<file path="config.mk">
export PLATFORM = sky130hd
export DESIGN_NAME = modbus_rtu_master_sequencer
export DESIGN_NICKNAME = d
export VERILOG_FILES = /design/src/rtl/modbus_rtu_pkg.sv /design/src/rtl/modbus_crc16_serial.sv /design/src/rtl/modbus_rtu_master_sequencer.sv
export SDC_FILE = /design/constraint.sdc
export NUM_CORES = 1
export LEC_CHECK = 0
export ABC_AREA = 0
export BUFFER_PORTS_ARGS = -buffer_cell sky130_fd_sc_hd__buf_2
export CORE_UTILIZATION = 55
export CTS_CLUSTER_DIAMETER = 30
export DETAILED_ROUTE_END_ITERATION = 6
export PLACE_DENSITY = 0.81
export SLEW_MARGIN = 10
export SYNTH_ARGS = -nofsm -noshare
export SYNTH_HDL_FRONTEND = slang
export SYNTH_SLANG_ARGS = --single-unit
</file>
<file path="constraint.sdc">
create_clock -name clk -period 6.25 [get_ports clk]
set_input_delay 0.3125 -clock clk [delete_from_list [all_inputs] [get_ports clk]]
set_output_delay 0.3125 -clock clk [all_outputs]
set_load 0.01 [all_outputs]
</file>
<file path="src/rtl/modbus_rtu_pkg.sv">
// Shared types, constants and helpers for the Modbus RTU sequencer and CRC engine.
package modbus_rtu_pkg;

  typedef enum logic [2:0] {
    StIdle,
    StCrc,
    StGap,
    StSend,
    StWaitTx,
    StWaitRsp,
    StDone
  } state_e;

  localparam logic [15:0] CRC_INIT    = 16'hFFFF;
  localparam logic [15:0] CRC_POLY    = 16'hA001;
  localparam int unsigned FRAME_BYTES = 8;

  // One bit of reflected CRC16/Modbus; data bits enter LSB first.
  function automatic logic [15:0] crc_step(input logic [15:0] crc, input logic din);
    logic fb;
    fb = crc[0] ^ din;
    return fb ? ((crc >> 1) ^ CRC_POLY) : (crc >> 1);
  endfunction

  // Wire order of the 8 frame bytes; the CRC goes low byte first.
  function automatic logic [7:0] frame_byte(input logic [2:0]  idx,
                                            input logic [7:0]  addr,
                                            input logic [7:0]  func,
                                            input logic [15:0] w0,
                                            input logic [15:0] w1,
                                            input logic [15:0] crc);
    logic [7:0] b;
    case (idx)
      3'd0:    b = addr;
      3'd1:    b = func;
      3'd2:    b = w0[15:8];
      3'd3:    b = w0[7:0];
      3'd4:    b = w1[15:8];
      3'd5:    b = w1[7:0];
      3'd6:    b = crc[7:0];
      default: b = crc[15:8];
    endcase
    return b;
  endfunction

endpackage

</file>
<file path="src/rtl/modbus_crc16_serial.sv">
// Bit-serial CRC16/Modbus engine: a byte load consumes bit 0 immediately and the
// remaining 7 bits on the following 7 clocks, so each byte costs exactly 8 clocks.
module modbus_crc16_serial
  import modbus_rtu_pkg::*;
(
  input  logic        clk_i,
  input  logic        rst_i,
  input  logic        clr_i,
  input  logic        load_i,
  input  logic [7:0]  byte_i,
  output logic [15:0] crc_o
);

  logic [15:0] crc_q, crc_d;
  logic [6:0]  sh_q, sh_d;
  logic [2:0]  cnt_q, cnt_d;

  // Next-state: clear has priority, then a new byte, then drain the shift register.
  always_comb begin
    crc_d = crc_q;
    sh_d  = sh_q;
    cnt_d = cnt_q;
    if (clr_i) begin
      crc_d = CRC_INIT;
      sh_d  = '0;
      cnt_d = '0;
    end else if (load_i) begin
      crc_d = crc_step(crc_q, byte_i[0]);
      sh_d  = byte_i[7:1];
      cnt_d = 3'd7;
    end else if (cnt_q != 3'd0) begin
      crc_d = crc_step(crc_q, sh_q[0]);
      sh_d  = {1'b0, sh_q[6:1]};
      cnt_d = cnt_q - 3'd1;
    end
  end

  // CRC state registers.
  always_ff @(posedge clk_i or posedge rst_i) begin
    if (rst_i) begin
      crc_q <= CRC_INIT;
      sh_q  <= '0;
      cnt_q <= '0;
    end else begin
      crc_q <= crc_d;
      sh_q  <= sh_d;
      cnt_q <= cnt_d;
    end
  end

  assign crc_o = crc_q;

endmodule

</file>
<file path="src/rtl/modbus_rtu_master_sequencer.sv">
// Modbus RTU master request sequencer: latch request, CRC it, wait the idle gap,
// send 8 bytes over the byte UART handshake, then await the response with retries.
module modbus_rtu_master_sequencer
  import modbus_rtu_pkg::*;
#(
  parameter int unsigned CLK_FREQ    = 50000000,
  parameter int unsigned BAUD_RATE   = 115200,
  parameter int unsigned GAP_CLKS    = CLK_FREQ / BAUD_RATE * 11 * 35 / 10,
  parameter int unsigned RSP_TIMEOUT = 500000,
  parameter int unsigned MAX_RETRY   = 2
) (
  input  logic        clk,
  input  logic        rst,
  input  logic        req_valid,
  output logic        req_ready,
  input  logic [7:0]  req_dev_addr,
  input  logic [7:0]  req_func,
  input  logic [15:0] req_word0,
  input  logic [15:0] req_word1,
  output logic        tx_start,
  output logic [7:0]  tx_data,
  input  logic        tx_done,
  input  logic        rsp_done,
  output logic        busy,
  output logic [15:0] frame_crc,
  output logic        done,
  output logic        timeout
);

  localparam int unsigned GapW = $clog2(GAP_CLKS);
  localparam int unsigned RspW = $clog2(RSP_TIMEOUT);
  localparam logic [GapW-1:0] GapLast   = GapW'(GAP_CLKS - 1);
  localparam logic [RspW-1:0] RspLast   = RspW'(RSP_TIMEOUT - 1);
  localparam logic [2:0]      LastIdx   = 3'(FRAME_BYTES - 1);
  localparam logic [2:0]      MaxRetry  = 3'(MAX_RETRY);
  localparam logic [5:0]      CrcLast   = 6'd47;

  state_e          state_q, state_d;
  logic [5:0]      crc_cnt_q, crc_cnt_d;
  logic [GapW-1:0] gap_cnt_q, gap_cnt_d;
  logic [RspW-1:0] rsp_cnt_q, rsp_cnt_d;
  logic [2:0]      idx_q, idx_d;
  logic [2:0]      retry_q, retry_d;
  logic [7:0]      addr_q, func_q;
  logic [15:0]     w0_q, w1_q;
  logic            tx_start_q, tx_start_d;
  logic [7:0]      tx_data_q, tx_data_d;
  logic            done_q, done_d;
  logic            timeout_q, timeout_d;
  logic            latch;
  logic            crc_clr, crc_load;
  logic [7:0]      crc_byte;
  logic [15:0]     crc;

  modbus_crc16_serial u_crc (
    .clk_i  (clk),
    .rst_i  (rst),
    .clr_i  (crc_clr),
    .load_i (crc_load),
    .byte_i (crc_byte),
    .crc_o  (crc)
  );

  // Next-state, counters and registered-output decisions.
  always_comb begin
    state_d    = state_q;
    crc_cnt_d  = crc_cnt_q;
    gap_cnt_d  = gap_cnt_q;
    rsp_cnt_d  = rsp_cnt_q;
    idx_d      = idx_q;
    retry_d    = retry_q;
    tx_start_d = 1'b0;
    tx_data_d  = tx_data_q;
    done_d     = 1'b0;
    timeout_d  = 1'b0;
    latch      = 1'b0;
    crc_clr    = 1'b0;
    crc_load   = 1'b0;
    crc_byte   = frame_byte(crc_cnt_q[5:3], addr_q, func_q, w0_q, w1_q, crc);
    case (state_q)
      StIdle: begin
        if (req_valid) begin
          state_d   = StCrc;
          latch     = 1'b1;
          crc_clr   = 1'b1;
          crc_cnt_d = '0;
          retry_d   = '0;
        end
      end
      StCrc: begin
        // A new byte every 8 clocks; the engine shifts its remaining bits in between.
        crc_load = (crc_cnt_q[2:0] == 3'd0);
        if (crc_cnt_q == CrcLast) begin
          state_d   = StGap;
          gap_cnt_d = '0;
        end else begin
          crc_cnt_d = crc_cnt_q + 6'd1;
        end
      end
      StGap: begin
        if (gap_cnt_q == GapLast) begin
          state_d    = StSend;
          idx_d      = '0;
          tx_start_d = 1'b1;
          tx_data_d  = frame_byte(3'd0, addr_q, func_q, w0_q, w1_q, crc);
        end else begin
          gap_cnt_d = gap_cnt_q + 1'b1;
        end
      end
      StSend: begin
        state_d = StWaitTx;
      end
      StWaitTx: begin
        if (tx_done) begin
          if (idx_q == LastIdx) begin
            state_d   = StWaitRsp;
            rsp_cnt_d = '0;
          end else begin
            state_d    = StSend;
            idx_d      = idx_q + 3'd1;
            tx_start_d = 1'b1;
            tx_data_d  = frame_byte(idx_q + 3'd1, addr_q, func_q, w0_q, w1_q, crc);
          end
        end
      end
      StWaitRsp: begin
        // A response arriving on the expiry cycle still counts.
        if (rsp_done) begin
          state_d = StDone;
          done_d  = 1'b1;
        end else if (rsp_cnt_q == RspLast) begin
          if (retry_q < MaxRetry) begin
            retry_d   = retry_q + 3'd1;
            state_d   = StGap;
            gap_cnt_d = '0;
          end else begin
            state_d   = StIdle;
            timeout_d = 1'b1;
          end
        end else begin
          rsp_cnt_d = rsp_cnt_q + 1'b1;
        end
      end
      StDone: begin
        state_d = StIdle;
      end
      default: begin
        state_d = StIdle;
      end
    endcase
  end

  // FSM state register.
  always_ff @(posedge clk or posedge rst) begin
    if (rst) begin
      state_q <= StIdle;
    end else begin
      state_q <= state_d;
    end
  end

  // Counters, request latch and registered outputs.
  always_ff @(posedge clk or posedge rst) begin
    if (rst) begin
      crc_cnt_q  <= '0;
      gap_cnt_q  <= '0;
      rsp_cnt_q  <= '0;
      idx_q      <= '0;
      retry_q    <= '0;
      addr_q     <= '0;
      func_q     <= '0;
      w0_q       <= '0;
      w1_q       <= '0;
      tx_start_q <= 1'b0;
      tx_data_q  <= '0;
      done_q     <= 1'b0;
      timeout_q  <= 1'b0;
    end else begin
      crc_cnt_q  <= crc_cnt_d;
      gap_cnt_q  <= gap_cnt_d;
      rsp_cnt_q  <= rsp_cnt_d;
      idx_q      <= idx_d;
      retry_q    <= retry_d;
      tx_start_q <= tx_start_d;
      tx_data_q  <= tx_data_d;
      done_q     <= done_d;
      timeout_q  <= timeout_d;
      if (latch) begin
        addr_q <= req_dev_addr;
        func_q <= req_func;
        w0_q   <= req_word0;
        w1_q   <= req_word1;
      end
    end
  end

  assign req_ready = (state_q == StIdle);
  assign busy      = (state_q != StIdle);
  assign tx_start  = tx_start_q;
  assign tx_data   = tx_data_q;
  assign frame_crc = crc;
  assign done      = done_q;
  assign timeout   = timeout_q;

endmodule

</file>
After elaboration in Yosys (flattened, before gate mapping)
Cells that the tools add are included.
- $add $sub $neg: 6
- $lt $le $gt $ge: 1
- eq/ne operators: 34
- multiplexer cells: 62
- bitwise logic cells: 3
- reductions and logical operators: 18
- operator list (operator ; number):
    8-bit case mux with 7 select lines ; 2
    16-bit two-way mux ; 5
    19-bit two-way mux ; 4
    15-bit two-way mux ; 5
    3-bit two-way mux ; 17
    15-bit case mux with 3 select lines ; 1
    19-bit case mux with 2 select lines ; 1
    3-bit == test, second input constant ; 9
    8-bit two-way mux ; 3
    2-bit inequality test, second input constant ; 12
    7-bit two-way mux ; 3
    19-bit by 1-bit adder with 19-bit output, second input constant ; 1
    19-bit == test, second input constant ; 1
    3-bit by 2-bit == test with 1-bit output, second input constant ; 6
    3-bit case mux with 6 select lines ; 1
    8-bit case mux with 2 select lines ; 1
    15-bit by 1-bit adder with 15-bit output, second input constant ; 1
    15-bit == test, second input constant ; 1
    5-bit AND reduction ; 3
    3-bit zero test ; 4
    1-bit two-way mux ; 12
    6-bit two-way mux ; 2
    3-bit case mux with 2 select lines ; 2
    6-bit case mux with 2 select lines ; 1
    other kinds (16) ; 26
- register bits: 134
- input bits: 53
- output and inout bits: 29
- word-level logic and storage cells: 141

Depth between registers and ports, before layout
Gate-level depths: netlist of run 1.
- word-level depth: 6
- depth in mapped cells: 10
- depth with buffers taken out: 8

Modules after synthesis
From an unflattened synthesis of run 1, not the netlist that was laid out.
- cells, all modules: 808
- area, all modules: 7304.5 um2
- by module, submodules not included (module ; times used ; cells an instance ; area each (um2) ; sequential area each (um2)):
    modbus_rtu_master_sequencer ; 1 ; 686 ; 6063.3 ; 2702.6
    modbus_crc16_serial ; 1 ; 122 ; 1241.2 ; 670.6

Worst setup path after synthesis of run 1
No wires, ideal clock.
- kind: register to register
- start: register idx_q[0]
- end: register tx_data_q[4] (netlist: tx_data[4])
- setup time: 130 ps
- arrival time: 2081 ps
- setup slack: 4039 ps
- cell stages (with the launch flop): 10
- path through: dfrtp_1 -> ha_1 -> ha_1 -> buf_2 -> inv_1 -> a211oi_1 -> buf_2 -> o211ai_1 -> o211ai_1 -> o21ai_0
- cells in the longest elaborated chain, start to end: 6
- elaborated cells between the ends (all ways): 15
- ends and longest elaborated chain (what ; RTL line ; source):
    start, declared ; modbus_rtu_master_sequencer.sv:42 ; logic [2:0] idx_q, idx_d;
    start signal, assigned ; modbus_rtu_master_sequencer.sv:182 ; idx_q <= idx_d;
    3-bit by 1-bit adder with 3-bit output ; modbus_rtu_master_sequencer.sv:122 ; tx_data_d = frame_byte(idx_q + 3'd1, addr_q, func_q, w0_q, w1_q, crc);
    3-bit == test (tied with other cells) ; modbus_rtu_pkg.sv:33 ; case (idx)
    8-bit case mux with 7 select lines ; modbus_rtu_pkg.sv:33 ;
    8-bit two-way mux ; modbus_rtu_master_sequencer.sv:115 ; if (idx_q == LastIdx) begin
    8-bit two-way mux ; modbus_rtu_master_sequencer.sv:114 ; if (tx_done) begin
    8-bit case mux with 2 select lines ; modbus_rtu_master_sequencer.sv:80 ; case (state_q)
    end signal, assigned ; modbus_rtu_master_sequencer.sv:185 ; tx_data_q <= tx_data_d;
    end, declared ; modbus_rtu_master_sequencer.sv:47 ; logic [7:0] tx_data_q, tx_data_d;
Several ways; a longest one is shown, not always the timed one. The select of a mux whose other input is x is not followed.
A chain may end at the register's enable or synchronous reset.

Final worst setup path of run 1
- start: register state_q[2]
- end: register idx_q[1]
- cells in the longest elaborated chain, start to end: 3
- elaborated cells between the ends (all ways): 8
- ends and longest elaborated chain (what ; RTL line ; source):
    start, declared ; modbus_rtu_master_sequencer.sv:38 ; state_e state_q, state_d;
    start signal, assigned ; modbus_rtu_master_sequencer.sv:156 ; state_q <= StIdle;
    start signal, assigned ; modbus_rtu_master_sequencer.sv:158 ; state_q <= state_d;
    3-bit == test or 3-bit by 2-bit == test with 1-bit output (tied branches) ; modbus_rtu_master_sequencer.sv:80 ;
    2-bit inequality test (no line) or 2-bit nonzero test (tied branches) ; -- ;
    4-bit AND reduction (no line) ; -- ;
Several ways; a longest one is shown, not always the timed one.

==> results of run 1 <==
## cell families after synthesis
| kind of cell | after synthesis |
|---|---|
| adders and majority gates | 15 |
| DFF | 134 |
| buffers and inverters | 74 |
| AOI/OAI and AO/OA | 188 |
| muxes | 62 |
| xor gates and xnor gates | 27 |
| and+or+nand+nor | 227 |
## worst register-to-register path: stages, from the launching register on
cell and delay [ns]:
dfrtp_1 0.65, nand2b_1 0.17, nor2_1 0.90, a41o_1 0.72
nand3_1 0.17, o21ai_0 0.17
## routing by layer
layer	GRT usage	wire, um
met5	0	0
met4	0.1586	797
met1	0.3492	7173
met2	0.4667	8621
met3	0.06902	1123
## sequential cells by signal, summed over array words and instances (netlist names)
signal / flops
gap_cnt_q: 15
w1_q: 16
timeout: 1
addr_q: 8
idx_q: 3
tx_start: 1
u_crc.crc_o: 16
u_crc.cnt_q: 3
rsp_cnt_q: 19
retry_q: 3
w0_q: 16
done: 1
state_q: 3
u_crc.sh_q: 7
func_q: 8
crc_cnt_q: 6
tx_data: 8
## path summary, 6_finish.rpt
kind | start | end | slack, ns | depth (start not counted)
max | state_q[2] | idx_q[1] | 3.37 | 5
min | rst | gap_cnt_q[1] | 0.07 | 2
max reg2reg | state_q[2] | idx_q[1] | 3.37 | 5
min reg2reg | u_crc.crc_o[5] | u_crc.crc_o[5] | 0.50 | 2
max in group asynchronous | rst | rsp_cnt_q[6] | 4.87 | 3
min in group clk | req_dev_addr[4] | addr_q[4] | 0.11 | 2
## synth_stat cells (2+ instances only)
cell,number
dfrtp_1,118
nand2_1,90
o21ai_0,66
mux2_2,54
nor2_1,53
inv_1,26
a22oi_1,22
a21oi_1,21
buf_2,21
clkbuf_1,21
xor2_1,21
o211ai_1,18
dfstp_2,16
ha_1,15
nand3_1,13
and3_1,11
nand4_1,11
a31oi_1,10
nor2b_1,10
a222oi_1,8
a21o_1,7
nor3_1,6
o22ai_1,6
xnor2_1,6
a211oi_1,5
and2_1,5
nand2b_1,5
mux2i_1,4
nor3b_1,4
nor4_1,4
nor4b_1,4
o221ai_1,4
mux4_2,3
a221oi_1,2
and3b_1,2
and4_1,2
and4bb_1,2
buf_1,2
buf_6,2
nand3b_1,2
o211ai_2,2
o21ai_1,2
o2bb2ai_1,2
## layout make-up
class,instances,area (um^2),area share
multi-input cells,519,3527,0.4267
clock inverters,7,53.80,0.006509
repair buffers,85,435.4,0.05268
inverters,26,100.1,0.01211
clock buffers,25,560.5,0.06782
flip-flops and latches,134,3373,0.4081
well taps,172,215.2,0.02604
## power groups by stage
stage / Clock, uW / Combinational (uW) / Sequential [uW]
floorplan: 0 / 1040 / 1420
global placement: 0 / 1190 / 1570
detailed placement: 0 / 1260 / 1600
CTS: 1020 / 1280 / 1590
global route: 1060 / 1420 / 1630
finish: 1010 / 1280 / 1600
## cell usage in the layout (no fill, tap or decap), types with 5 or more instances in the layout
| master | count |
|---|---|
| a211oi_1 | 5 |
| a21o_1 | 7 |
| a21oi_1 | 21 |
| a222oi_1 | 8 |
| a22oi_1 | 22 |
| a31oi_1 | 10 |
| and2_1 | 5 |
| and3_1 | 11 |
| buf_2 | 81 |
| clkbuf_16 | 21 |
| dfrtp_1 | 118 |
| dfstp_2 | 16 |
| ha_1 | 15 |
| inv_1 | 25 |
| mux2_2 | 54 |
| nand2_1 | 90 |
| nand2b_1 | 5 |
| nand3_1 | 13 |
| nand4_1 | 11 |
| nor2_1 | 53 |
| nor2b_1 | 10 |
| nor3_1 | 6 |
| o211ai_1 | 18 |
| o21ai_0 | 66 |
| o22ai_1 | 6 |
| xnor2_1 | 6 |
| xor2_1 | 21 |
## through the flow
step / setup slack, ns / cell area, um^2 / power, uW / instances
global route: 3.020 / 8265 / 4112 / 968
detailed placement: 3.419 / 7651 / 2854 / 936
global placement: 3.547 / 7651 / 2767 / 936
CTS: 3.385 / 8265 / 3879 / 968
floorplan: 2.381 / 7218 / 2464 / 727
finish: 3.367 / 8265 / 3885 / 968
==> run_results.csv, run 1 <==
group,metric,value,unit
logic_synthesis,syn_area,0.007218,mm^2
clock_network,cts_inserted_buffers,17,
pwr,switchingPower,1453,uW
logic_synthesis,synth-xor-area-share,0.03276,
route,routed_via_density,6.217,
pwr,p_leak,0.003626,uW
timing,fin_setup_tns,0,ns
logic_synthesis,ys_async_sr_fraction,1.000,
final_layout,fill_cells,1047,
timing,rsz0062_at_grt,"no",
setup_path,critPathKind,"flop to flop",
clock_network,worstSkewPairLatency,0.43,ns
setup_path,end_kind,"flop",
setup_path,worst_ep_arrival_time,3.20,ns
floorplanning,die-area,0.01359,mm^2
clock_network,cts_resized,0,
flow_run,cap_violations,0,
place,place_congestion,0.9551,
pwr,sw_frac_of_total,0.3740,
logic_synthesis,ys_ff_latch,134,
clock_network,postCtsSetupBuffers,0,
logic_synthesis,synth_seq_area_share,0.4673,
route,vias,6018,
timing,clock_skew,0.009720,ns
floorplanning,ios,82,
final_layout,diodes,0,
place,port_buffers,81,
timing,slew_viol_final,0,
logic_synthesis,synth_edf_count,0,
clock_network,clk_pin_slew_worst_paths,0.06,ns
logic_synthesis,synth-simple-area-share,0.1501,
clock_network,cts.sinks,134,
logic_synthesis,synthMuxAreaShare,0.1007,
logic_synthesis,synth_nets,795,
floorplanning,core,0.01272,mm^2
timing,holdWs,0.06960,ns
grt,grt_max_degree,73,
logic_synthesis,synth_top_family_by_area,"compound AO/OA/AOI/OAI gates",
timing,fin_crit,2.883,ns
setup_path,critPathSlowestCell,"nor2_1",
route,drt-pass1-iter-count,5,
pwr,p_seq_frac,0.411,
route,drt_iter0_drc,751,
final_layout,layout.nets,851,
grt,grt_pass1_vias,5938,
logic_synthesis,yosysTopAreaCell,"dfrtp_1",
grt,grt_pass1_wl,29280,um
final_layout,area_growth_syn_to_layout,14.51,%
logic_synthesis,synth_adder_area_share,0.02600,
pwr,internal_power,2432,uW
logic_synthesis,yosysUniqueCellTypes,62,
setup_path,cp_num_buf_inv,0,
logic_synthesis,netlist.area_leader.share,0.4091,
route,wire_per_inst,18.30,um
clock_network,cts_tree,"yes",
timing,fmax,346.9,MHz
floorplanning,rows,41,
logic_synthesis,ys_warn_count,0,
logic_synthesis,synth_flop_cell,"dfrtp_1",
timing,fin_crit_sh,0.4612,
logic_synthesis,syn_avg_cell_area,9.929,um^2
pwr,ir_drop,350.9,uV
clock_network,clock_path_buffers,2,
logic_synthesis,synth_compound_area_frac,0.1782,
route,routed_wl,17720,um
timing,timing.slew.headroom,0.2207,
setup_path,crit_fanout,22,
setup_path,worstPathCellList,"nand2b_1 > nor2_1 > a41o_1 > nand3_1 > o21ai_0",
pwr,power_density,470.1,mW/mm^2
floorplanning,die_h,116.6,um
floorplanning,die_w,116.6,um
setup_path,cp_data_required_time,6.57,ns
clock_network,cts_hold_buf,0,
grt,grt_overflow,0,
logic_synthesis,synth_area_leaders,"dfrtp_1 (41%), mux2_2 (8.4%), dfstp_2 (5.8%), nand2_1 (4.7%), o21ai_0 (4.6%)",
grt,grt_usage,0.2857,
setup_path,setup.worst_path.start_class,"flop",
route,antenna_left,0,
timing,finalSetupViolCount,0,
pwr,p_comb_frac,0.329,
setup_path,critPathTopFamily,"simple AND/OR/NAND/NOR gates",
place,place_hpwl,12330,um
outcome,status,"finished clean",
timing,tightest_slew,1.165,ns
min_path,hp-class,"primary input to asynchronous set/reset pin",
final_layout,drive_above_1_share,0.2513,
timing,finalHoldViolCount,0,
route,drc_errors,0,
clock_network,clockRootBuffer,"clkbuf_16",
final_layout,final_util,0.6497,
clock_network,htree_num_levels,4,
grt,antenna_found_initial,0,
floorplanning,initial_utilization,0.5674,
logic_synthesis,postSynthCellCount,727,
setup_path,max_stage_delay,0.90,ns
pwr,p_clk_frac,0.260,
No activity file was read; power rests on OpenSTA's default activity.
==> inputs of run 2 (changes only) <==
ABC_AREA = 1   (was 0)
clock period = 2.9 ns   (was 6.25 ns; I/O delays follow)
==> run 2 against run 1 <==
  * Synthesized cell count grew 28%
  * Sequential power grew 99%
  * Combinational power grew to 2.6 times the previous value
  * Global-route usage rose by 4.3 points
  * Clock power rose by 100%
  * Utilization up 4.7 points
  * Non-clock buffer count up 55
  * Wire length is 19% higher
  * Area after synthesis is 1.1% higher
  * Critical endpoint is now tx_data[4]
  * Largest cell class is now sequential cells
==> run_results.csv, run 2 <==
group,metric,value,unit
route,vias,7040,
floorplanning,die_h,117.2,um
setup_path,timing.critical_path.to,"tx_data[4]",
final_layout,diodes,0,
setup_path,reg2reg_depth,10,
pwr,internal_power,4989,uW
route,drt_iter0_drc,650,
final_layout,final-seq-area,0.003373,mm^2
setup_path,worstPathCellList,"ha_1 > ha_1 > inv_1 > nand2_1 > nand2_1 > inv_1 > a211oi_1 > a21oi_1 > o21ai_0 > a21oi_1",
grt,grt_pass1_wl,33440,um
logic_synthesis,synth_area_leaders,"dfrtp_1 (40%), nand2_1 (11%), inv_1 (6.2%), dfstp_2 (5.8%), o21ai_0 (4.8%)",
outcome,status,"finished clean",
pwr,sw_frac_of_total,0.4179,
pwr,ir_drop,547.8,uV
place,port_buffers,81,
place,place_congestion,1.051,
final_layout,largest_reg_flops,19,
setup_path,end_kind,"flop",
timing,tightest_slew,0.9229,ns
grt,grt_max_degree,90,
timing,fin_crit,2.430,ns
timing,fmax,411.4,MHz
final_layout,final_util,0.6967,
setup_path,rrSetupSlack,0.47,ns
pwr,p_comb_frac,0.392,
timing,fin_crit_sh,0.8381,
clock_network,clockRootBuffer,"clkbuf_16",
pwr,power_density,963.0,mW/mm^2
setup_path,cp_data_required_time,3.20,ns
final_layout,fill_cells,1031,
logic_synthesis,ys_ff_latch,134,
clock_network,clk_pin_slew_worst_paths,0.05,ns
clock_network,cts_tree,"yes",
flow_run,cap_violations,0,
place,place_hpwl,14480,um
logic_synthesis,ys_warn_count,0,
route,drc_errors,0,
final_layout,area_growth_syn_to_layout,21.90,%
floorplanning,initial_utilization,0.5716,
clock_network,worstSkewPairLatency,0.43,ns
floorplanning,die-area,0.01374,mm^2
route,routed_via_density,5.668,
grt,grt_usage,0.3288,
final_layout,fin_cells,1242,
timing,timing.slew.headroom,0.3800,
logic_synthesis,synth_flop_cell,"dfrtp_1",
timing,setup_slack,0.4695,ns
route,drt-pass1-iter-count,6,
setup_path,max_stage_delay,0.42,ns
setup_path,setup.worst_path.start_class,"flop",
grt,grt_overflow,0,
logic_synthesis,synth_nets,996,
clock_network,cts_inserted_buffers,17,
floorplanning,rows,41,
setup_path,worst_ep_arrival_time,2.74,ns
logic_synthesis,synth_most_common_cell,"nand2_1",
pwr,p_leak,0.004155,uW
clock_network,htree_num_levels,4,
grt,antenna_found_initial,0,
final_layout,final_common_cell,"nand2_1",
pwr,switchingPower,3581,uW
timing,rsz0062_at_grt,"no",
route,routed_wl,21100,um
logic_synthesis,syn_area,0.007301,mm^2
logic_synthesis,synth_common_cells,"nand2_1 (205), inv_1 (120), dfrtp_1 (118)",
setup_path,rr_startpoint,"idx_q[0]",
floorplanning,die_w,117.2,um
floorplanning,ios,82,
clock_network,cts.sinks,134,
min_path,hp-class,"primary input to asynchronous set/reset pin",
place,dp_worst_setup_slack,0.4837,ns
logic_synthesis,yosysTopAreaCell,"dfrtp_1",
logic_synthesis,syn_avg_cell_area,7.867,um^2
timing,fin_setup_tns,0,ns
final_layout,regMostFlops,"rsp_cnt_q",
timing,slew_viol_final,0,
pwr,p_clk_frac,0.237,
final_layout,multi_input_area,0.003294,mm^2
setup_path,cp-startpoint,"idx_q[0]",
final_layout,drive_above_1_share,0.1486,
timing,finalSetupViolCount,0,
logic_synthesis,synth_edf_count,0,
floorplanning,core,0.01277,mm^2
logic_synthesis,postSynthCellCount,928,
pwr,p_seq_frac,0.371,
route,wire_per_inst,16.99,um
place,dpl.cell_count,1160,
setup_path,crit_fanout,11,
logic_synthesis,netlist.area_leader.share,0.4045,
setup_path,critPathKind,"flop to flop",
final_layout,final_cell_mix,"nand2_1 (205), inv_1 (119), dfrtp_1 (118)",
final_layout,layout.nets,1125,
setup_path,critPathSlowestCell,"dfrtp_1",
setup_path,reg2reg_to,"tx_data[4]",
route,antenna_left,0,
logic_synthesis,synth_seq_area_share,0.4620,
logic_synthesis,ys_async_sr_fraction,1.000,
timing,clock_skew,0.008569,ns
grt,grt_pass1_vias,6803,
logic_synthesis,yosysUniqueCellTypes,45,
timing,finalHoldViolCount,0,
clock_network,clock_path_buffers,2,
run 2: critical path: cells and delay by family (launching register included):
| family | cells | cell delay, ns |
|---|---|---|
| flip-flops | 1 | 0.42 |
| adder cells (fa/ha/maj) | 2 | 0.57 |
| AND/OR/NAND/NOR | 2 | 0.38 |
| AO/OA/AOI/OAI | 4 | 0.56 |
| buffers and inverters | 2 | 0.37 |
run 2: worst min-delay path by stage:
stage                     depth (start not counted)  slack (ns)     start         to
after CTS                                         3        0.13       rst  func_q[5]
after detailed placement                          2        0.04       rst  func_q[5]
after global routing                              3        0.15       rst  func_q[3]
after floorplan                                   1        0.22  rsp_done    timeout
after global placement                            2        0.04       rst  func_q[3]
final                                             3        0.15       rst  func_q[5]
run 2: cell families after synthesis:
group | Yosys count | synth area share
xor gates and xnor gates | 25 | 0.02999
DFF | 134 | 0.4620
AOI/OAI and AO/OA | 213 | 0.1702
and+or+nand+nor | 381 | 0.2254
buffers and inverters | 160 | 0.08672
adders and majority gates | 15 | 0.02571
run 2: through the flow:
| stage | total power, uW | area [um^2] | hold WS, ns |
|---|---|---|---|
| finish | 8570 | 8900 | 0.1539 |
| detailed placement | 6395 | 7848 | 0.03694 |
| global route | 9111 | 8900 | 0.1463 |
| CTS | 8515 | 8900 | 0.1345 |
| global placement | 6336 | 7848 | 0.03591 |
| floorplan | 5349 | 7305 | 0.2185 |
run 2: layer usage:
layer,global-route usage,wire (um),share of wire,vias to the layer above
met1,0.3977,8624,0.41,3302
li1,-,-,-,3344
met3,0.07106,1499,0.071,67
met4,0.1789,953,0.045,0
met5,0,0,0,-
met2,0.5490,10020,0.47,327
run 2: timing repair:
| item | 4_1_cts | 5_1_grt |
|---|---|---|
| gates resized for setup | 0 | 0 |
| hold endpoints to repair | 145 | 0 |
| hold buffers | 50 | 0 |
| buffers inserted | 0 | 0 |
run 2: area by class of cell:
| type | count | share of cell area |
|---|---|---|
| tap | 172 | 0.02418 |
| multi-input combinational | 634 | 0.3702 |
| timing repair buffer | 140 | 0.1094 |
| clock inverter | 4 | 0.005061 |
| clock buffer | 28 | 0.05694 |
| inverter | 130 | 0.05525 |
| sequential | 134 | 0.3790 |
run 2: power by group through the flow:
stage                     Combinational (uW)  Sequential, uW  Clock (uW)
after detailed placement                3210            3190           0
after CTS                               3300            3160        2050
final                                   3360            3180        2030
after global routing                    3740            3240        2130
after floorplan                         2290            3060           0
after global placement                  3160            3180           0
==> inputs of run 3 (changes only) <==
clock period = 2.48 ns   (was 2.9 ns; I/O delays follow)
==> run 3 against run 2 <==
  * Maximum frequency up 9.9%
  * Wire length up 1.7%
  * Flip-flop and latch count unchanged
  * Combinational power up 19%
  * Final area up 1.5%
  * Global-route usage up 0.87 points
  * Die area unchanged
  * Cell count up 0.16%
  * Non-clock buffer count up 2
  * Sequential power up 17%
  * Utilization up 1.0 points
  * Power up 21%
  * Critical endpoint unchanged
  * Largest power group unchanged
==> run_results.csv, run 3 (synthesis gave the netlist of run 2 again) <==
group,metric,value,unit
outcome,status,"finished clean",
setup_path,end_kind,"flop",
clock_network,htree_num_levels,4,
grt,grt_max_degree,90,
pwr,power_density,1153,mW/mm^2
grt,grt_pass1_wl,34530,um
min_path,hold_depth,4,
route,drt_iter0_drc,566,
grt,antenna_found_initial,0,
timing,fin_crit,2.211,ns
place,port_buffers,81,
route,drt-pass1-iter-count,6,
floorplanning,rows,41,
final_layout,fill_cells,999,
timing,fin_crit_sh,0.8915,
timing,slew_viol_final,0,
place,place_hpwl,14690,um
floorplanning,die_w,117.2,um
place,placed_area,0.007900,mm^2
setup_path,critPathKind,"flop to flop",
route,routed_via_density,5.637,
flow_run,cap_violations,0,
pwr,p_leak,0.004196,uW
floorplanning,ios,82,
timing,timing.slew.headroom,0.6623,
timing,rsz0062_at_grt,"no",
floorplanning,core,0.01277,mm^2
final_layout,area_growth_syn_to_layout,23.68,%
min_path,hp-class,"primary input to flop",
route,antenna_left,0,
final_layout,regMostFlops,"rsp_cnt_q",
setup_path,setup.worst_path.start_class,"flop",
final_layout,final-seq-area,0.003373,mm^2
final_layout,multi_input_area,0.003299,mm^2
pwr,ir_drop,634.9,uV
clock_network,cts_tree,"yes",
route,vias,7013,
route,route.met3.wl,1263,um
final_layout,largest_reg_flops,19,
final_layout,final_cell_mix,"nand2_1 (205), inv_1 (118), dfrtp_1 (118)",
route,routed_wl,21460,um
floorplanning,die-area,0.01374,mm^2
route,routed.top_layer,"met4",
grt,grt_overflow,0,
final_layout,layout.nets,1127,
clock_network,cts.sinks,134,
floorplanning,initial_utilization,0.5716,
clock_network,worstSkewPairLatency,0.43,ns
clock_network,clock_path_buffers,2,
setup_path,worst_ep_arrival_time,2.52,ns
setup_path,crit_fanout,11,
timing,finalSetupViolCount,0,
timing,fmax,452.3,MHz
route,wl_met1,9103,um
grt,grt_usage,0.3375,
route,wire_per_inst,17.25,um
grt,grt_pass1_vias,6960,
setup_path,cp_data_required_time,2.79,ns
setup_path,reg2reg_depth,10,
timing,clock_skew,0.009015,ns
timing,fin_setup_tns,0,ns
clock_network,clockRootBuffer,"clkbuf_16",
clock_network,postCtsSetupBuffers,0,
timing,finalHoldViolCount,0,
final_layout,fin_area,0.009030,mm^2
floorplanning,die_h,117.2,um
place,place_congestion,0.9809,
clock_network,clk_pin_slew_worst_paths,0.05,ns
final_layout,drive_above_1_share,0.1549,
final_layout,diodes,0,
final_layout,final_common_cell,"nand2_1",
route,met2RoutedLength,9997,um
clock_network,cts_inserted_buffers,17,
timing,tightest_slew,0.5027,ns
route,drc_errors,0,
setup_path,rrSetupSlack,0.27,ns
[run 3: cell types whose count changed in the layout (fill, tap and decap cells not counted), moves of 2 or more]
cell / before / now
clkinv_4: 0 / 3
clkinv_2: 3 / 1
buf_12: 0 / 3
clkbuf_8: 4 / 1
clkinvlp_4: 1 / 4
clkbuf_1: 7 / 2
bufinv_16: 1 / 4
[run 3: power breakdown]
group          internal (uW)  switching [uW]
combinational           1300            2700
sequential              3080             649
clock                   1710             972
total                   6090            4320
[run 3: worst max-delay path, stage by stage, from the launching register on]
cell	delay, ns
dfrtp_1	0.42
ha_1	0.22
ha_1	0.33
inv_1	0.15
nand2_1	0.16
nand2_1	0.19
inv_2	0.13
a211oi_1	0.23
a21oi_1	0.09
o21ai_0	0.09
a21oi_1	0.08
[run 3: worst paths after layout]
kind                                from               to
max                             idx_q[0]       tx_data[4]
min in group asynchronous            rst        func_q[3]
min                              tx_done         tx_start
max reg2reg                     idx_q[0]       tx_data[4]
max in group asynchronous            rst  u_crc.crc_o[14]
min reg2reg                u_crc.sh_q[1]    u_crc.sh_q[1]
[run 3: what timing repair did]
| action | CTS | global route |
|---|---|---|
| setup endpoints to repair | 0 | 7 |
| gates resized for setup | 0 | 2 |
| hold buffers | 50 | 0 |
| hold endpoints to repair | 168 | 0 |
[run 3: cell type report]
class / instances / area share
flip-flops and latches: 134 / 0.3736
multi-input cells: 634 / 0.3654
repair buffers: 142 / 0.1136
inverters: 130 / 0.05445
clock buffers: 20 / 0.04947
well taps: 172 / 0.02383
clock inverters: 12 / 0.01968
[run 3: through the flow]
step           worst slack, ns  cells  hold WS, ns  total power, uW  utilization
4_1_cts                 0.1982   1244       0.2162            10330       0.7065
3_3_place_gp            0.3124   1162       0.2602             7463       0.6185
3_5_place_dp            0.2226   1162       0.2652             7555       0.6185
5_1_grt                0.01776   1244       0.2385            11100       0.7069
6_report                0.2692   1244       0.2316            10410       0.7069
2_1_floorplan           0.5383    928       0.1975             6255            -
[run 3: layer usage]
| layer | global-route usage | vias up |
|---|---|---|
| met5 | 0 | - |
| met4 | 0.1941 | 0 |
| met3 | 0.06694 | 88 |
| met2 | 0.5420 | 289 |
| met1 | 0.4265 | 3287 |
| li1 | - | 3349 |
